[src/rtl/mem_stage_mq_if.sv]
// Handshake and data bundle between EX, the memory stage, the data-SRAM response side and WB.
// The memory stage connects through the slave modport; whoever drives it uses the master modport.
interface mem_stage_mq_if #(
  parameter int DATA_W = 32,
  parameter int DEPTH  = 4,
  parameter int EXC_W  = 16
);
  localparam int CNT_W = $clog2(DEPTH) + 1;

  logic              es_to_ms_valid;
  logic              ms_allowin;
  logic [31:0]       es_pc;
  logic              es_mem_req;
  logic              es_res_from_mem;
  logic [1:0]        es_ld_size;
  logic              es_ld_sign;
  logic              es_rf_we;
  logic [4:0]        es_rf_waddr;
  logic [DATA_W-1:0] es_result;
  logic [EXC_W-1:0]  es_except;
  logic              data_sram_data_ok;
  logic [DATA_W-1:0] data_sram_rdata;
  logic              except_flush;
  logic              ws_allowin;
  logic              ms_to_ws_valid;
  logic [31:0]       ms_pc;
  logic              ms_rf_we;
  logic [4:0]        ms_rf_waddr;
  logic [DATA_W-1:0] ms_rf_wdata;
  logic [EXC_W-1:0]  ms_except;
  logic              ms_ld_pending;
  logic [CNT_W-1:0]  ms_count;

  modport master (
    output es_to_ms_valid, es_pc, es_mem_req, es_res_from_mem, es_ld_size, es_ld_sign,
           es_rf_we, es_rf_waddr, es_result, es_except, data_sram_data_ok, data_sram_rdata,
           except_flush, ws_allowin,
    input  ms_allowin, ms_to_ws_valid, ms_pc, ms_rf_we, ms_rf_waddr, ms_rf_wdata,
           ms_except, ms_ld_pending, ms_count
  );

  modport slave (
    input  es_to_ms_valid, es_pc, es_mem_req, es_res_from_mem, es_ld_size, es_ld_sign,
           es_rf_we, es_rf_waddr, es_result, es_except, data_sram_data_ok, data_sram_rdata,
           except_flush, ws_allowin,
    output ms_allowin, ms_to_ws_valid, ms_pc, ms_rf_we, ms_rf_waddr, ms_rf_wdata,
           ms_except, ms_ld_pending, ms_count
  );
endinterface

[src/rtl/mem_stage_mq.sv]
// Memory stage holding up to DEPTH in-order loads/stores between EX and WB; data_ok responses
// are matched to slots in issue order and responses owed to flushed requests are discarded.
module mem_stage_mq #(
  parameter int DATA_W = 32,
  parameter int DEPTH  = 4,
  parameter int EXC_W  = 16
) (
  input  logic          clk,
  input  logic          resetn,
  mem_stage_mq_if.slave bus
);
  localparam int PTR_W = $clog2(DEPTH);
  localparam int CNT_W = PTR_W + 1;
  localparam int DSC_W = PTR_W + 2;
  localparam int OFF_W = $clog2(DATA_W / 8);

  // Shift the addressed lane down, then truncate to the access size and extend.
  function automatic logic [DATA_W-1:0] load_extend(
    input logic [DATA_W-1:0] data,
    input logic [OFF_W-1:0]  off,
    input logic [1:0]        size,
    input logic              sign
  );
    logic [DATA_W-1:0] lane;
    logic [DATA_W-1:0] b_res;
    logic [DATA_W-1:0] h_res;
    logic [DATA_W-1:0] w_res;
    logic [DATA_W-1:0] res;
    lane  = data >> {off, 3'b000};
    b_res = sign ? DATA_W'($signed(lane[7:0]))  : DATA_W'(lane[7:0]);
    h_res = sign ? DATA_W'($signed(lane[15:0])) : DATA_W'(lane[15:0]);
    w_res = sign ? DATA_W'($signed(lane[31:0])) : DATA_W'(lane[31:0]);
    case (size)
      2'd0:    res = b_res;
      2'd1:    res = h_res;
      2'd2:    res = w_res;
      2'd3:    res = (DATA_W == 64) ? lane : w_res;
      default: res = w_res;
    endcase
    return res;
  endfunction

  logic [31:0]       pc_r     [DEPTH];
  logic [1:0]        size_r   [DEPTH];
  logic [4:0]        waddr_r  [DEPTH];
  logic [DATA_W-1:0] result_r [DEPTH];
  logic [EXC_W-1:0]  except_r [DEPTH];
  logic [DATA_W-1:0] data_r   [DEPTH];
  logic [DEPTH-1:0]  valid_r;
  logic [DEPTH-1:0]  wait_r;
  logic [DEPTH-1:0]  got_r;
  logic [DEPTH-1:0]  rfm_r;
  logic [DEPTH-1:0]  sign_r;
  logic [DEPTH-1:0]  we_r;
  logic [PTR_W-1:0]  hp_r;
  logic [PTR_W-1:0]  tp_r;
  logic [CNT_W-1:0]  count_r;
  logic [DSC_W-1:0]  discard_r;

  logic [DEPTH-1:0]  owed_s;
  logic [DEPTH-1:0]  owed_after_s;
  logic              rp_found_s;
  logic [PTR_W-1:0]  rp_s;
  logic              disc_hit_s;
  logic              route_s;
  logic              head_valid_s;
  logic              head_bypass_s;
  logic              head_done_s;
  logic [DATA_W-1:0] head_data_s;
  logic [DATA_W-1:0] head_wdata_s;
  logic              deq_s;
  logic              enq_s;
  logic              allowin_s;
  logic [DSC_W-1:0]  flush_owed_s;
  logic [DSC_W-1:0]  discard_nxt_s;

  assign owed_s = valid_r & wait_r & ~got_r;

  // Oldest slot still owed a response, searched from the head in age order.
  always_comb begin
    rp_found_s = 1'b0;
    rp_s       = hp_r;
    for (int i = 0; i < DEPTH; i++) begin
      if (!rp_found_s && owed_s[hp_r + PTR_W'(i)]) begin
        rp_found_s = 1'b1;
        rp_s       = hp_r + PTR_W'(i);
      end else begin
        rp_found_s = rp_found_s;
      end
    end
  end

  assign disc_hit_s    = bus.data_sram_data_ok & (discard_r != {DSC_W{1'b0}});
  assign route_s       = bus.data_sram_data_ok & ~disc_hit_s & rp_found_s;
  assign head_valid_s  = valid_r[hp_r];
  assign head_bypass_s = route_s & (rp_s == hp_r);
  assign head_done_s   = head_valid_s & (~wait_r[hp_r] | got_r[hp_r] |
                                         (|except_r[hp_r]) | head_bypass_s);
  assign head_data_s   = head_bypass_s ? bus.data_sram_rdata : data_r[hp_r];
  assign head_wdata_s  = rfm_r[hp_r]
                         ? load_extend(head_data_s, result_r[hp_r][OFF_W-1:0],
                                       size_r[hp_r], sign_r[hp_r])
                         : result_r[hp_r];
  assign deq_s         = head_done_s & bus.ws_allowin;
  assign allowin_s     = (count_r < CNT_W'(DEPTH)) | deq_s;
  assign enq_s         = bus.es_to_ms_valid & allowin_s & ~bus.except_flush;

  // Requests still owed after this cycle's routing become the discard debt on a flush.
  always_comb begin
    owed_after_s = owed_s;
    if (route_s) begin
      owed_after_s[rp_s] = 1'b0;
    end else begin
      owed_after_s = owed_s;
    end
    flush_owed_s = {DSC_W{1'b0}};
    for (int i = 0; i < DEPTH; i++) begin
      flush_owed_s = flush_owed_s + DSC_W'(owed_after_s[i]);
    end
    discard_nxt_s = discard_r - DSC_W'(disc_hit_s);
    if (bus.except_flush) begin
      discard_nxt_s = discard_nxt_s + flush_owed_s;
    end else begin
      discard_nxt_s = discard_nxt_s;
    end
  end

  // Slot storage, pointers, occupancy and discard counter.
  always_ff @(posedge clk or negedge resetn) begin
    if (!resetn) begin
      valid_r   <= {DEPTH{1'b0}};
      wait_r    <= {DEPTH{1'b0}};
      got_r     <= {DEPTH{1'b0}};
      rfm_r     <= {DEPTH{1'b0}};
      sign_r    <= {DEPTH{1'b0}};
      we_r      <= {DEPTH{1'b0}};
      hp_r      <= {PTR_W{1'b0}};
      tp_r      <= {PTR_W{1'b0}};
      count_r   <= {CNT_W{1'b0}};
      discard_r <= {DSC_W{1'b0}};
      for (int i = 0; i < DEPTH; i++) begin
        pc_r[i]     <= 32'h0000_0000;
        size_r[i]   <= 2'd0;
        waddr_r[i]  <= 5'd0;
        result_r[i] <= {DATA_W{1'b0}};
        except_r[i] <= {EXC_W{1'b0}};
        data_r[i]   <= {DATA_W{1'b0}};
      end
    end else begin
      discard_r <= discard_nxt_s;
      if (bus.except_flush) begin
        valid_r <= {DEPTH{1'b0}};
        hp_r    <= {PTR_W{1'b0}};
        tp_r    <= {PTR_W{1'b0}};
        count_r <= {CNT_W{1'b0}};
      end else begin
        if (route_s) begin
          got_r[rp_s]  <= 1'b1;
          data_r[rp_s] <= bus.data_sram_rdata;
        end
        if (deq_s) begin
          valid_r[hp_r] <= 1'b0;
          hp_r          <= hp_r + {{(PTR_W-1){1'b0}}, 1'b1};
        end
        // Enqueue is last so a full-queue replace of the head slot wins over the drain.
        if (enq_s) begin
          valid_r[tp_r]  <= 1'b1;
          wait_r[tp_r]   <= bus.es_mem_req & (bus.es_except == {EXC_W{1'b0}});
          got_r[tp_r]    <= 1'b0;
          rfm_r[tp_r]    <= bus.es_res_from_mem;
          sign_r[tp_r]   <= bus.es_ld_sign;
          we_r[tp_r]     <= bus.es_rf_we;
          pc_r[tp_r]     <= bus.es_pc;
          size_r[tp_r]   <= bus.es_ld_size;
          waddr_r[tp_r]  <= bus.es_rf_waddr;
          result_r[tp_r] <= bus.es_result;
          except_r[tp_r] <= bus.es_except;
          data_r[tp_r]   <= {DATA_W{1'b0}};
          tp_r           <= tp_r + {{(PTR_W-1){1'b0}}, 1'b1};
        end
        count_r <= count_r + {{(CNT_W-1){1'b0}}, enq_s} - {{(CNT_W-1){1'b0}}, deq_s};
      end
    end
  end

  assign bus.ms_allowin     = allowin_s;
  assign bus.ms_to_ws_valid = head_done_s;
  assign bus.ms_pc          = head_valid_s ? pc_r[hp_r] : 32'h0000_0000;
  assign bus.ms_rf_we       = we_r[hp_r] & head_done_s;
  assign bus.ms_rf_waddr    = head_valid_s ? waddr_r[hp_r] : 5'd0;
  assign bus.ms_rf_wdata    = head_valid_s ? head_wdata_s : {DATA_W{1'b0}};
  assign bus.ms_except      = head_valid_s ? except_r[hp_r] : {EXC_W{1'b0}};
  assign bus.ms_ld_pending  = |owed_s;
  assign bus.ms_count       = count_r;
endmodule
[src/flat_wrapper.sv]
// flat-port wrapper written by rule: the top's interface ports become plain ports
module mem_stage_mq_flat 
#(
  parameter int DATA_W = 32,
  parameter int DEPTH  = 4,
  parameter int EXC_W  = 16
)
  (clk, resetn, bus_es_to_ms_valid, bus_es_pc, bus_es_mem_req, bus_es_res_from_mem, bus_es_ld_size, bus_es_ld_sign, bus_es_rf_we, bus_es_rf_waddr, bus_es_result, bus_es_except, bus_data_sram_data_ok, bus_data_sram_rdata, bus_except_flush, bus_ws_allowin, bus_ms_allowin, bus_ms_to_ws_valid, bus_ms_pc, bus_ms_rf_we, bus_ms_rf_waddr, bus_ms_rf_wdata, bus_ms_except, bus_ms_ld_pending, bus_ms_count);
  mem_stage_mq_if #(.DATA_W(DATA_W), .DEPTH(DEPTH), .EXC_W(EXC_W)) bus_i ();
  input  logic clk;
  input  logic resetn;
  input wire logic [$bits(bus_i.es_to_ms_valid)-1:0] bus_es_to_ms_valid;
  input wire logic [$bits(bus_i.es_pc)-1:0] bus_es_pc;
  input wire logic [$bits(bus_i.es_mem_req)-1:0] bus_es_mem_req;
  input wire logic [$bits(bus_i.es_res_from_mem)-1:0] bus_es_res_from_mem;
  input wire logic [$bits(bus_i.es_ld_size)-1:0] bus_es_ld_size;
  input wire logic [$bits(bus_i.es_ld_sign)-1:0] bus_es_ld_sign;
  input wire logic [$bits(bus_i.es_rf_we)-1:0] bus_es_rf_we;
  input wire logic [$bits(bus_i.es_rf_waddr)-1:0] bus_es_rf_waddr;
  input wire logic [$bits(bus_i.es_result)-1:0] bus_es_result;
  input wire logic [$bits(bus_i.es_except)-1:0] bus_es_except;
  input wire logic [$bits(bus_i.data_sram_data_ok)-1:0] bus_data_sram_data_ok;
  input wire logic [$bits(bus_i.data_sram_rdata)-1:0] bus_data_sram_rdata;
  input wire logic [$bits(bus_i.except_flush)-1:0] bus_except_flush;
  input wire logic [$bits(bus_i.ws_allowin)-1:0] bus_ws_allowin;
  output wire logic [$bits(bus_i.ms_allowin)-1:0] bus_ms_allowin;
  output wire logic [$bits(bus_i.ms_to_ws_valid)-1:0] bus_ms_to_ws_valid;
  output wire logic [$bits(bus_i.ms_pc)-1:0] bus_ms_pc;
  output wire logic [$bits(bus_i.ms_rf_we)-1:0] bus_ms_rf_we;
  output wire logic [$bits(bus_i.ms_rf_waddr)-1:0] bus_ms_rf_waddr;
  output wire logic [$bits(bus_i.ms_rf_wdata)-1:0] bus_ms_rf_wdata;
  output wire logic [$bits(bus_i.ms_except)-1:0] bus_ms_except;
  output wire logic [$bits(bus_i.ms_ld_pending)-1:0] bus_ms_ld_pending;
  output wire logic [$bits(bus_i.ms_count)-1:0] bus_ms_count;
  assign bus_i.es_to_ms_valid = bus_es_to_ms_valid;
  assign bus_i.es_pc = bus_es_pc;
  assign bus_i.es_mem_req = bus_es_mem_req;
  assign bus_i.es_res_from_mem = bus_es_res_from_mem;
  assign bus_i.es_ld_size = bus_es_ld_size;
  assign bus_i.es_ld_sign = bus_es_ld_sign;
  assign bus_i.es_rf_we = bus_es_rf_we;
  assign bus_i.es_rf_waddr = bus_es_rf_waddr;
  assign bus_i.es_result = bus_es_result;
  assign bus_i.es_except = bus_es_except;
  assign bus_i.data_sram_data_ok = bus_data_sram_data_ok;
  assign bus_i.data_sram_rdata = bus_data_sram_rdata;
  assign bus_i.except_flush = bus_except_flush;
  assign bus_i.ws_allowin = bus_ws_allowin;
  assign bus_ms_allowin = bus_i.ms_allowin;
  assign bus_ms_to_ws_valid = bus_i.ms_to_ws_valid;
  assign bus_ms_pc = bus_i.ms_pc;
  assign bus_ms_rf_we = bus_i.ms_rf_we;
  assign bus_ms_rf_waddr = bus_i.ms_rf_waddr;
  assign bus_ms_rf_wdata = bus_i.ms_rf_wdata;
  assign bus_ms_except = bus_i.ms_except;
  assign bus_ms_ld_pending = bus_i.ms_ld_pending;
  assign bus_ms_count = bus_i.ms_count;
  mem_stage_mq #(.DATA_W(DATA_W), .DEPTH(DEPTH), .EXC_W(EXC_W)) u_core (.clk(clk), .resetn(resetn), .bus(bus_i));
endmodule
[config.mk]
export PLATFORM = sky130hd
export DESIGN_NAME = mem_stage_mq_flat
export DESIGN_NICKNAME = d
export VERILOG_FILES = /design/src/rtl/mem_stage_mq_if.sv /design/src/rtl/mem_stage_mq.sv /design/src/flat_wrapper.sv
export SDC_FILE = /design/constraint.sdc
export NUM_CORES = 1
export LEC_CHECK = 0
export ABC_AREA = 0
export BUFFER_PORTS_ARGS = -buffer_cell sky130_fd_sc_hd__buf_2
export CAP_MARGIN = 0
export CORE_ASPECT_RATIO = 1.5
export CORE_MARGIN = 3
export CORE_UTILIZATION = 35
export DETAILED_ROUTE_END_ITERATION = 12
export SLEW_MARGIN = 20
export SYNTH_ARGS = -nofsm -noshare
export SYNTH_HDL_FRONTEND = slang
export SYNTH_SLANG_ARGS = --single-unit
[constraint.sdc]
create_clock -name clk -period 4.8 [get_ports clk]
set_input_delay 0.72 -clock clk [delete_from_list [all_inputs] [get_ports clk]]
set_output_delay 0.72 -clock clk [all_outputs]
set_load 0.02 [all_outputs]
==> results.toml <==
[detailed_routing]
drc = 0
drt-pass1-iter-count = 5
vias = 17058
avgRoutedWirePerCell_um = 23.6
drtAntennaViolNets = 0
routed_wl_um = 74100
via_per_inst = 5.44
drt_iter0_markers = 1070

[synthesis]
yosysWarnings = 0
avgSynthCellArea_um2 = 13.2
synth_area_um2 = 25300
async_flop_share_pct = 100
synthCells = 1918
yosysSeqAreaShare_pct = 50.6
synth_top_cell_by_area = "dfrtp_1"
syn_nets = 2067
ys_types = 60
yosys_register_bits = 511
synth_top_area_share_pct = 50.6
yosys_most_used_dff = "dfrtp_1"
synth_area_leaders = "dfrtp_1 (51%), mux2_2 (14%), mux4_2 (11%)"
synth_edf_count = 0

[grt]
track_usage_pct = 19.5
grt_pass1_vias = 18667
antenna_found_initial = 18
grt_max_degree = 129
overflow = 0
grt_pass1_wl_um = 114000

[sta]
finClkSkew_ns = 0.0238
tightest_slew_ns = 1.02
fin_crit_sh_pct = 101
final-hold-violation-count = 0
post-route-min-period_ns = 4.86
worst_slack_ns = -0.0638
holdWs_ns = 0.152
setup_viol = 12
rsz0062_at_grt = "true"
fmax_ghz = 0.206
slew_viol_final = 0
relSlewSlack_pct = 31.7

[cts]
tritoncts = "yes"
clock_latency_ns = 0.62
hold_buffers = 0
cts-root-buf = "clkbuf_16"
clockBufferDepth = 3
clk_pin_slew_ns = 0.06
cts_made_buffers = 52
h-tree-depth = 2
cts_sinks = 511

[placement]
hpwl_um = 48300
gp_routability_congestion = 0.918
portBuffers = 220
placedCellCount = 3008

[floorplanning]
row_count = 120
ios = 221
die-area_um2 = 75500
core_area_um2 = 71500
die_height_um = 335
start_util_pct = 35.3
die_w_um = 225

[final_layout]
drive_gt1_share_pct = 46.0
stdcell_count = 3135
mostFrequentLayoutCells = "dfrtp_1 (509), mux2_2 (320), nand2_1 (198)"
syn2layout_area_growth_pct = 21.1
mostFrequentLayoutCell = "dfrtp_1"
nNetsFinal = 2324
final_util_pct = 42.8

[pwr]
power_w = 0.0163
p_per_area_nw_per_um2 = 532
ir_worst_vdd_uv = 382
total_leakage_power_nw = 13.3

[job]
max_cap_viol_count = 0

[setup_path]
worstSetupPathType = "reg2out"
cp.arrival_ns = 4.14
required_ns = 4.08
cp-end-kind = "output pin"
cp-start-kind = "flop"
timing.critical_path.fanout_max = 6

[status]
status = "finished with violations"
violations = "setup timing"

[hold_path]
hp-class = "in2async"
[path summary, 6_finish.rpt]
check	to	depth (start not counted)	slack [ns]	startpoint
worst max-delay path	bus_ms_rf_wdata[11]	14	-0.06	u_core.hp_r[0]
worst min-delay path	u_core.pc_r[32]	1	0.15	resetn
worst max register to register	u_core.except_r[21]	16	0.24	u_core.hp_r[0]
worst min register to register	u_core.except_r[23]	1	0.50	u_core.except_r[23]
max in group asynchronous	u_core.result_r[125]	3	3.31	resetn
min in group clk	u_core.result_r[16]	2	0.37	bus_es_result[16]
[flip-flops by register name, indices dropped and copies added, names as in the netlist]
register / count
u_core.bus.ms_count: 3
u_core.data_r: 128
u_core.discard_r: 4
u_core.except_r: 64
u_core.got_r: 4
u_core.hp_r: 2
u_core.pc_r: 128
u_core.result_r: 128
u_core.rfm_r: 4
u_core.sign_r: 4
u_core.size_r: 8
u_core.tp_r: 2
u_core.valid_r: 4
u_core.waddr_r: 20
u_core.wait_r: 4
u_core.we_r: 4
[per-layer routing]
| metal | global-route usage, % | share of wire [%] | vias up |
|---|---|---|---|
| met1 | 23.7 | 40 | 9002 |
| met4 | 7.56 | 3.6 | 16 |
| met2 | 34.2 | 51 | 469 |
| li1 | - | - | 7397 |
| met5 | 0 | 0.17 | - |
| met3 | 3.86 | 5.0 | 174 |
[power by group]
group	leakage (nW)	switching (W)	internal, W
sequential	6.64	0.000690	0.00566
combinational	5.83	0.00271	0.00299
clock	0.864	0.00179	0.00242
total	13.3	0.00519	0.0111
[kinds of logic (layout without fill, tap and decap cells)]
logic type                 count (synthesis)  after routing  synth area share [%]
muxes                                    603            603                  32.6
DFF                                      511            511                  50.6
and+or+nand+nor                          427            427                  7.46
AOI/OAI and AO/OA                        187            187                  4.44
buffers and inverters                    160            455                  3.48
adders and majority gates                 20             20                  1.08
xor gates and xnor gates                  10             10                 0.347
other                                      0              7                     0
[synth_stat cells, types with 9 or more instances]
cell      count
mux2_2      323
buf_6        13
a31oi_1      14
nor2b_1      59
ha_1         17
nor2_1      114
o21ai_0      37
inv_1        21
mux4_2      121
buf_2        38
clkbuf_1     45
a21oi_1      92
dfrtp_1     511
mux2_4       52
buf_4        35
nand3_1       9
nand2_1     204
mux2i_1     106
[layout make-up]
cell class,count,area [µm²]
Timing Repair Buffer,340,2620
Inverter,23,93.8
Clock inverter,18,215
Clock buffer,74,1530
Tap cell,915,1140
Sequential cell,511,12800
Antenna cell,7,17.5
Fill cell,6579,40900
Multi-Input combinational cell,1247,12200
[critical path, cell delays in order, from the launching register on]
cell and delay (ns):
dfrtp_4 0.53, clkinv_4 0.07, ha_4 0.21, mux2i_2 0.16, o311a_1 0.30, a311o_1 0.33, a21oi_4 0.20, mux2i_4 0.37
buf_6 0.18, buf_12 0.14, nor3_2 0.06, a221oi_4 0.35, nor2_1 0.08, a221o_1 0.40, buf_6 0.16
[metrics by stage]
stage	setup slack (ns)	instance area (µm²)	TNS (ns)
detailed placement	0.0285	27700	0
global route	-0.215	30600	-3.81
finish	-0.0638	30600	-0.290
CTS	-0.125	30000	-1.00
floorplan	0.00551	25300	0
global placement	0.0944	27700	0
[repair_timing]
action	4_1_cts	5_1_grt
resized for setup	103	102
cloned	2	1
endpoints found under the setup margin	32	206
setup buffers	15	20
pin swaps	29	29
Power figures use the tool's default switching activity.
